<file path="config.mk">
export PLATFORM = sky130hd
export DESIGN_NAME = cdb_arbiter
export DESIGN_NICKNAME = d
export VERILOG_FILES = /design/src/rtl/cdb_arbiter_pkg.sv /design/src/rtl/cdb_fifo.sv /design/src/rtl/cdb_arbiter.sv
export SDC_FILE = /design/constraint.sdc
export NUM_CORES = 1
export LEC_CHECK = 0
export BUFFER_PORTS_ARGS = -buffer_cell sky130_fd_sc_hd__buf_2
export CAP_MARGIN = 30
export CORE_MARGIN = 5
export CORE_UTILIZATION = 30
export DETAILED_ROUTE_END_ITERATION = 7
export GPL_ROUTABILITY_DRIVEN = 0
export SLEW_MARGIN = 5
export SYNTH_ARGS = -nofsm -noshare
export SYNTH_HDL_FRONTEND = slang
export SYNTH_SLANG_ARGS = --single-unit
</file>
<file path="constraint.sdc">
create_clock -name clk -period 10 [get_ports clk]
set_clock_uncertainty 0.2 [all_clocks]
set_input_delay 1 -clock clk [delete_from_list [all_inputs] [get_ports clk]]
set_output_delay 1 -clock clk [all_outputs]
set_load 0.02 [all_outputs]
</file>
<file path="src/rtl/cdb_arbiter_pkg.sv">
// cdb_arbiter_pkg
// Shared core definitions used by the ROB, reservation stations, load/store
// buffer and the common data bus arbiter. It holds the ROB sizing, the
// CDB value width, default arbiter sizing, producer identifiers and a small
// modulo-increment helper.
// No ports (package).
package cdb_arbiter_pkg;

  localparam int ROB_SIZE  = 16;
  localparam int ROB_TAG_W = $clog2(ROB_SIZE);
  localparam int CDB_VAL_W = 32;
  localparam int CDB_N_REQ = 4;
  localparam int CDB_DEPTH = 2;

  // Fixed requester slot assignment on the CDB.
  typedef enum logic [1:0] {
    PROD_ALU0   = 2'd0,
    PROD_ALU1   = 2'd1,
    PROD_LOAD   = 2'd2,
    PROD_BRANCH = 2'd3
  } producer_e;

  // Increment with wrap at an arbitrary (non power-of-two) modulus.
  function automatic int wrapInc(input int value, input int modulus);
    return (value + 1 >= modulus) ? 0 : value + 1;
  endfunction

endpackage

</file>
<file path="src/rtl/cdb_fifo.sv">
// cdb_fifo
// Per-requester holding FIFO for results waiting to win the CDB.
// Stores DEPTH entries of {tag, val}. Push and pop may happen on the same
// edge; flush empties the queue. The head entry is always visible.
// Ports:
//   clk, rst           clock and synchronous active-high reset
//   flush_i            empty the FIFO (lower priority than rst)
//   push_i, tag_i,     write one entry at the tail
//   val_i
//   pop_i              drop the head entry
//   count_o            number of valid entries (registered)
//   empty_o            count_o == 0
//   headTag_o,         contents of the head entry
//   headVal_o
module cdb_fifo
  import cdb_arbiter_pkg::*;
#(
  parameter int DEPTH = CDB_DEPTH,
  parameter int TAG_W = ROB_TAG_W,
  parameter int VAL_W = CDB_VAL_W
) (
  input  logic                       clk,
  input  logic                       rst,
  input  logic                       flush_i,
  input  logic                       push_i,
  input  logic                       pop_i,
  input  logic [TAG_W-1:0]           tag_i,
  input  logic [VAL_W-1:0]           val_i,
  output logic [$clog2(DEPTH+1)-1:0] count_o,
  output logic                       empty_o,
  output logic [TAG_W-1:0]           headTag_o,
  output logic [VAL_W-1:0]           headVal_o
);

  localparam int PTR_W = (DEPTH > 1) ? $clog2(DEPTH) : 1;
  localparam int CNT_W = $clog2(DEPTH + 1);

  logic [TAG_W-1:0] tagMem_q [DEPTH];
  logic [VAL_W-1:0] valMem_q [DEPTH];
  logic [PTR_W-1:0] wrPtr_q, wrPtr_d;
  logic [PTR_W-1:0] rdPtr_q, rdPtr_d;
  logic [CNT_W-1:0] count_q, count_d;

  always_comb begin
    wrPtr_d = wrPtr_q;
    rdPtr_d = rdPtr_q;
    if (push_i) wrPtr_d = PTR_W'(wrapInc(int'(wrPtr_q), DEPTH));
    if (pop_i)  rdPtr_d = PTR_W'(wrapInc(int'(rdPtr_q), DEPTH));
    // Simultaneous push and pop leaves the count unchanged.
    count_d = count_q + CNT_W'(push_i) - CNT_W'(pop_i);
  end

  always_ff @(posedge clk) begin
    if (rst || flush_i) begin
      wrPtr_q <= '0;
      rdPtr_q <= '0;
      count_q <= '0;
    end else begin
      wrPtr_q <= wrPtr_d;
      rdPtr_q <= rdPtr_d;
      count_q <= count_d;
    end
  end

  // Storage needs no reset: entries are only visible through count_q.
  always_ff @(posedge clk) begin
    if (!rst && !flush_i && push_i) begin
      tagMem_q[wrPtr_q] <= tag_i;
      valMem_q[wrPtr_q] <= val_i;
    end
  end

  assign count_o   = count_q;
  assign empty_o   = (count_q == '0);
  assign headTag_o = tagMem_q[rdPtr_q];
  assign headVal_o = valMem_q[rdPtr_q];

endmodule

</file>
<file path="src/rtl/cdb_arbiter.sv">
// cdb_arbiter
// Two-port common data bus arbiter. Each of N_REQ result producers pushes
// into its own holding FIFO; every cycle up to two non-empty FIFOs are
// picked round-robin and their heads are registered onto CDB_1 / CDB_2.
// Ports:
//   clk, rst               clock and synchronous active-high reset
//   rdy                    global enable, low freezes all state
//   clear                  misprediction flush, empties everything
//   req_valid/tag/val      per-requester result (packed by requester)
//   req_ready              requester FIFO has room (no same-cycle credit)
//   CDB_x_ok/en/val        registered broadcast valid, ROB tag, value
module cdb_arbiter
  import cdb_arbiter_pkg::*;
#(
  parameter int N_REQ = CDB_N_REQ,
  parameter int DEPTH = CDB_DEPTH,
  parameter int TAG_W = ROB_TAG_W
) (
  input  logic                         clk,
  input  logic                         rst,
  input  logic                         rdy,
  input  logic                         clear,
  input  logic [N_REQ-1:0]             req_valid,
  input  logic [N_REQ*TAG_W-1:0]       req_tag,
  input  logic [N_REQ*CDB_VAL_W-1:0]   req_val,
  output logic [N_REQ-1:0]             req_ready,
  output logic                         CDB_1_ok,
  output logic [TAG_W-1:0]             CDB_1_en,
  output logic [CDB_VAL_W-1:0]         CDB_1_val,
  output logic                         CDB_2_ok,
  output logic [TAG_W-1:0]             CDB_2_en,
  output logic [CDB_VAL_W-1:0]         CDB_2_val
);

  localparam int RR_W  = (N_REQ > 1) ? $clog2(N_REQ) : 1;
  localparam int CNT_W = $clog2(DEPTH + 1);

  logic [N_REQ-1:0]     fifoPush;
  logic [N_REQ-1:0]     fifoPop;
  logic [N_REQ-1:0]     fifoEmpty;
  logic [CNT_W-1:0]     fifoCount [N_REQ];
  logic [TAG_W-1:0]     headTag   [N_REQ];
  logic [CDB_VAL_W-1:0] headVal   [N_REQ];

  logic                 grantAValid, grantBValid;
  logic [RR_W-1:0]      grantAIdx, grantBIdx;
  logic [RR_W-1:0]      rrPtr_q, rrPtr_d;

  logic                 cdb1Ok_q, cdb2Ok_q;
  logic [TAG_W-1:0]     cdb1En_q, cdb2En_q;
  logic [CDB_VAL_W-1:0] cdb1Val_q, cdb2Val_q;

  for (genvar g = 0; g < N_REQ; g++) begin : g_req
    // Ready depends only on the registered count, so a full FIFO stays
    // closed even on a cycle where its head is being broadcast.
    assign req_ready[g] = rdy && (fifoCount[g] < CNT_W'(DEPTH));
    assign fifoPush[g]  = req_valid[g] && req_ready[g] && !clear;

    cdb_fifo #(
      .DEPTH (DEPTH),
      .TAG_W (TAG_W),
      .VAL_W (CDB_VAL_W)
    ) u_fifo (
      .clk       (clk),
      .rst       (rst),
      .flush_i   (clear),
      .push_i    (fifoPush[g]),
      .pop_i     (fifoPop[g]),
      .tag_i     (req_tag[g*TAG_W +: TAG_W]),
      .val_i     (req_val[g*CDB_VAL_W +: CDB_VAL_W]),
      .count_o   (fifoCount[g]),
      .empty_o   (fifoEmpty[g]),
      .headTag_o (headTag[g]),
      .headVal_o (headVal[g])
    );
  end

  // Grant A is the first non-empty FIFO scanning cyclically from rr;
  // grant B is the next non-empty one after A, never A itself.
  always_comb begin
    int idx;
    idx         = 0;
    grantAValid = 1'b0;
    grantAIdx   = '0;
    grantBValid = 1'b0;
    grantBIdx   = '0;
    for (int k = 0; k < N_REQ; k++) begin
      idx = int'(rrPtr_q) + k;
      if (idx >= N_REQ) idx = idx - N_REQ;
      if (!grantAValid && !fifoEmpty[RR_W'(idx)]) begin
        grantAValid = 1'b1;
        grantAIdx   = RR_W'(idx);
      end
    end
    for (int k = 1; k < N_REQ; k++) begin
      idx = int'(grantAIdx) + k;
      if (idx >= N_REQ) idx = idx - N_REQ;
      if (grantAValid && !grantBValid && !fifoEmpty[RR_W'(idx)]) begin
        grantBValid = 1'b1;
        grantBIdx   = RR_W'(idx);
      end
    end
  end

  // Pops only happen on edges that actually broadcast.
  always_comb begin
    fifoPop = '0;
    if (rdy && !clear) begin
      if (grantAValid) fifoPop[grantAIdx] = 1'b1;
      if (grantBValid) fifoPop[grantBIdx] = 1'b1;
    end
  end

  // Pointer moves just past the last granted requester.
  always_comb begin
    rrPtr_d = rrPtr_q;
    if (grantAValid)
      rrPtr_d = RR_W'(wrapInc(int'(grantBValid ? grantBIdx : grantAIdx), N_REQ));
  end

  // Broadcast registers and round-robin pointer; rst beats clear beats rdy.
  always_ff @(posedge clk) begin
    if (rst) begin
      rrPtr_q   <= '0;
      cdb1Ok_q  <= 1'b0;
      cdb1En_q  <= '0;
      cdb1Val_q <= '0;
      cdb2Ok_q  <= 1'b0;
      cdb2En_q  <= '0;
      cdb2Val_q <= '0;
    end else if (clear) begin
      rrPtr_q  <= '0;
      cdb1Ok_q <= 1'b0;
      cdb2Ok_q <= 1'b0;
    end else if (rdy) begin
      rrPtr_q  <= rrPtr_d;
      cdb1Ok_q <= grantAValid;
      cdb2Ok_q <= grantBValid;
      if (grantAValid) begin
        cdb1En_q  <= headTag[grantAIdx];
        cdb1Val_q <= headVal[grantAIdx];
      end
      if (grantBValid) begin
        cdb2En_q  <= headTag[grantBIdx];
        cdb2Val_q <= headVal[grantBIdx];
      end
    end
  end

  assign CDB_1_ok  = cdb1Ok_q;
  assign CDB_1_en  = cdb1En_q;
  assign CDB_1_val = cdb1Val_q;
  assign CDB_2_ok  = cdb2Ok_q;
  assign CDB_2_en  = cdb2En_q;
  assign CDB_2_val = cdb2Val_q;

endmodule

</file>
==> impl_results.md <==
* Most used DFF post-synth: edfxtp_1
* Crit-path cells: nor2_1 -> a211o_1 -> a22o_2 -> buf_4 -> ha_1 -> a21oi_1 -> nand3_1 -> o21a_2 -> buf_4 -> a211oi_1 -> nor2_1 -> nor2_1 -> ha_1 -> inv_1 -> ha_1 -> xor2_1 -> xnor2_1 -> nor2_1
* Row count at 85
* Fillers at 5233
* Clk root buf: clkbuf_16
* Hold EP: CDB_2_val[0]$_SDFFE_PP0P_
* Syn Inst Count at roughly 1300
* H-Tree Depth at 2
* Number of flops mapped to enable cells by yosys at approximately 290
* Die H at 243 um
* HP Start: CDB_2_val[0]$_SDFFE_PP0P_
* Hold Path Depth at 2
* Buffers & Inverters on Critical Path at 3
* Setup CP Type: register to register
* Tot Pwr at 0.00344 W
* Total GRT Usage at 16.4%
* Slew headroom at 36.9%
* Netlist Area Pre-Place at 16400 um2
* Reg2reg end: g_req[3].u_fifo.count_o[1]$_SDFF_PP0_
* Finished Layout Cells at 2251
* Clock Sinks at 384
* Slew Viols, Final at 0
* Top cell family by delay on the critical path: compound AO/OA/AOI/OAI gates
* CTS buffer count at 42
* Maxcap violations at 0
* Die Width at ~240 um
* Most frequent cells in the layout: 288 x edfxtp_1, 229 x buf_2, 181 x mux2i_1, 170 x nor2_1, 113 x o21ai_0
* Worst r2r src: g_req[1].u_fifo.count_o[1]$_SDFF_PP0_
* Final Hold Fails at 0
* Max clock buf depth at 3
* Final Cycle Share at 49.8%
* Via density at 5.18
* Port bufs at approximately 230
* Worst Path Arrival at 5210 ps
* CP Capture Type: register
* Sequential area share after synthesis at 64.6%
* Detailed-router iteration count before antenna repair at 6
* Cell mode on critical path: nor2_1
* Final setup viols at 0
* VDD IR max at 0.000150 V
* R2R Setup Slk at roughly 5000 ps
* Postcts setup bufs at 0
* Critical Path Max Stage Delay at 650 ps
* Number of antenna diodes at 0
* WL final at 50.4 mm
* Commonest non-fill, non-tap cell in the layout: edfxtp_1
* Post-cts gate resize count at 0
* Pin count of the biggest net entering global routing at between 80 and 90
* Reg2reg path depth at 18
* RSZ-0062 raised after global routing: false
* Power per Cell Area at 176 nW/um2
* Crit-path slowest cell: nor2_1
* Worst skew pair latency at ~570 ps
* Distinct cells, synth at 51
* Post-DR wirelength/cell at 22.4 um
* Final Util at 36.3%
* Core region area at roughly 54000 um2
* Clock transition at path regs at 60 ps
* Nets at 1685
* Ys Warns at 0
* Avg Inst Size Synth at around 12 um2
* DR vias at 11700
* Number of global-route vias before repair at 11500
* Hold_buf cts at 0
* Fmax at 201 MHz
* HPWL Detailed at 35.4 mm
* Final ANT Viol Nets at 0
* I/O pin cnt at 230
* CP required at 10230 ps
* Critical Path Start Type: register
* Starting Density at between 30 and 40%
* Crit Path Max Fanout at 74
* Post-Route Setup TNS at 0 ps
* Status: finished clean
* Net count after synthesis at 1492
* Die area at 59300 um2
* CTS tree: yes
* Layout cell share with drive strength beyond 1 at 22.4%
* Hold Path Class: register to register
* First DRT Iteration DRCs at 1392
* Post-route minimum period at 4980 ps
* Placed Instances at 2172
* Initial antenna violation count at 1
* Slew @ Worst Pin at 946 ps
* Syn-to-layout area delta at 19.5%
* First-pass GRT wire length at around 73 mm
* Synth Register Bits at 384
* Total grt overflow at 0
* DRC at 0
* Post-synthesis async set-or-reset flop share at 0%
* Static leakage at 6.80 nW
[final cells by class]
| cell class | instances | area (um2) | area share, % |
|---|---|---|---|
| tap | 696 | 871 | 4.46 |
| sequential | 384 | 10600 | 54.1 |
| multi-input combinational | 834 | 5410 | 27.7 |
| inverter | 8 | 30.0 | 0.154 |
| clock buffer | 57 | 1170 | 5.99 |
| clock inverter | 21 | 150 | 0.768 |
| timing repair buffer | 251 | 1340 | 6.87 |
[registers in the layout (all words and copies together), names as in the netlist, named ones only]
register               cells
CDB_1_en                   4
CDB_1_ok                   1
CDB_1_val                 32
CDB_2_en                   4
CDB_2_ok                   1
CDB_2_val                 32
g_req.u_fifo.count_o       8
g_req.u_fifo.rdPtr_q       4
g_req.u_fifo.tagMem_q     32
g_req.u_fifo.valMem_q    256
g_req.u_fifo.wrPtr_q       4
rrPtr_q                    2
[stage by stage]
stage	area, um2	hold WS, ps	setup WS [ps]
floorplan	16400	280	5080
global placement	18200	265	5230
detailed placement	18200	285	5120
CTS	19500	299	5110
global route	19500	312	4750
finish	19500	297	5020
[cell families (layout without fill, tap and decap cells)]
kind of cell	count (synthesis)	after routing	share of synthesized area [%]
flops	384	384	64.6
simple gates	364	364	10.1
compound gates	261	261	9.59
mux	182	182	11.1
buf+inv	110	337	2.79
xor+xnor	14	14	0.750
fa+ha+maj	13	13	0.979
[tightest hold or removal path, cell delays in order (launching register included)]
cell and delay, ps:
dfxtp_1 300, nor2_1 100, nor4_1 50
[metal layers]
layer  up-vias  GRT usage, %  routed length, um
met5         -             0                  0
met4         0          4.59               1220
met3        70          3.36               4000
met2       542          29.4              26000
met1      5679          20.0              19200
li1       5365             -                  -
[worst max path at each step]
stage / cells past startpoint / startpoint / to
after floorplan: 4 / rdy / g_req[0].u_fifo.tagMem_q[1][0]$_DFFE_PP_
after global placement: 18 / g_req[1].u_fifo.count_o[1]$_SDFF_PP0_ / g_req[3].u_fifo.count_o[1]$_SDFF_PP0_
after detailed placement: 18 / g_req[1].u_fifo.count_o[1]$_SDFF_PP0_ / g_req[3].u_fifo.count_o[1]$_SDFF_PP0_
after CTS: 18 / g_req[1].u_fifo.count_o[1]$_SDFF_PP0_ / g_req[3].u_fifo.count_o[1]$_SDFF_PP0_
after global routing: 16 / g_req[1].u_fifo.count_o[1]$_SDFF_PP0_ / g_req[2].u_fifo.count_o[1]$_SDFF_PP0_
final: 18 / g_req[1].u_fifo.count_o[1]$_SDFF_PP0_ / g_req[3].u_fifo.count_o[1]$_SDFF_PP0_
[cell usage after synthesis (2+ instances only)]
| master | count | area share, % |
|---|---|---|
| a211o_1 | 3 | 0.16 |
| a21oi_1 | 81 | 2.5 |
| a311oi_1 | 36 | 1.9 |
| and2_1 | 6 | 0.23 |
| buf_1 | 4 | 0.092 |
| buf_2 | 19 | 0.58 |
| buf_4 | 3 | 0.14 |
| clkbuf_1 | 75 | 1.7 |
| dfxtp_1 | 96 | 12 |
| edfxtp_1 | 288 | 53 |
| ha_1 | 12 | 0.92 |
| inv_1 | 6 | 0.14 |
| inv_2 | 2 | 0.046 |
| mux2i_1 | 181 | 11 |
| nand2_1 | 45 | 1.0 |
| nand2_2 | 2 | 0.077 |
| nand3_1 | 76 | 2.3 |
| nand3b_1 | 4 | 0.18 |
| nor2_1 | 172 | 3.9 |
| nor3_1 | 6 | 0.18 |
| nor3b_1 | 8 | 0.37 |
| nor4_1 | 37 | 1.4 |
| o2111ai_1 | 2 | 0.11 |
| o211ai_1 | 4 | 0.18 |
| o21a_1 | 3 | 0.14 |
| o21ai_0 | 113 | 3.5 |
| o21ai_1 | 2 | 0.061 |
| o21bai_1 | 2 | 0.092 |
| o221ai_1 | 2 | 0.11 |
| or2_2 | 5 | 0.19 |
| xnor2_1 | 6 | 0.32 |
| xor2_1 | 8 | 0.43 |
[power by group]
part,switching (W),internal [W],leakage [nW]
Clock,0.000632,0.000851,0.649
Combinational,0.000136,0.0000728,2.77
Sequential,0.0000127,0.00173,3.38
(Power assumes the default switching activity.)
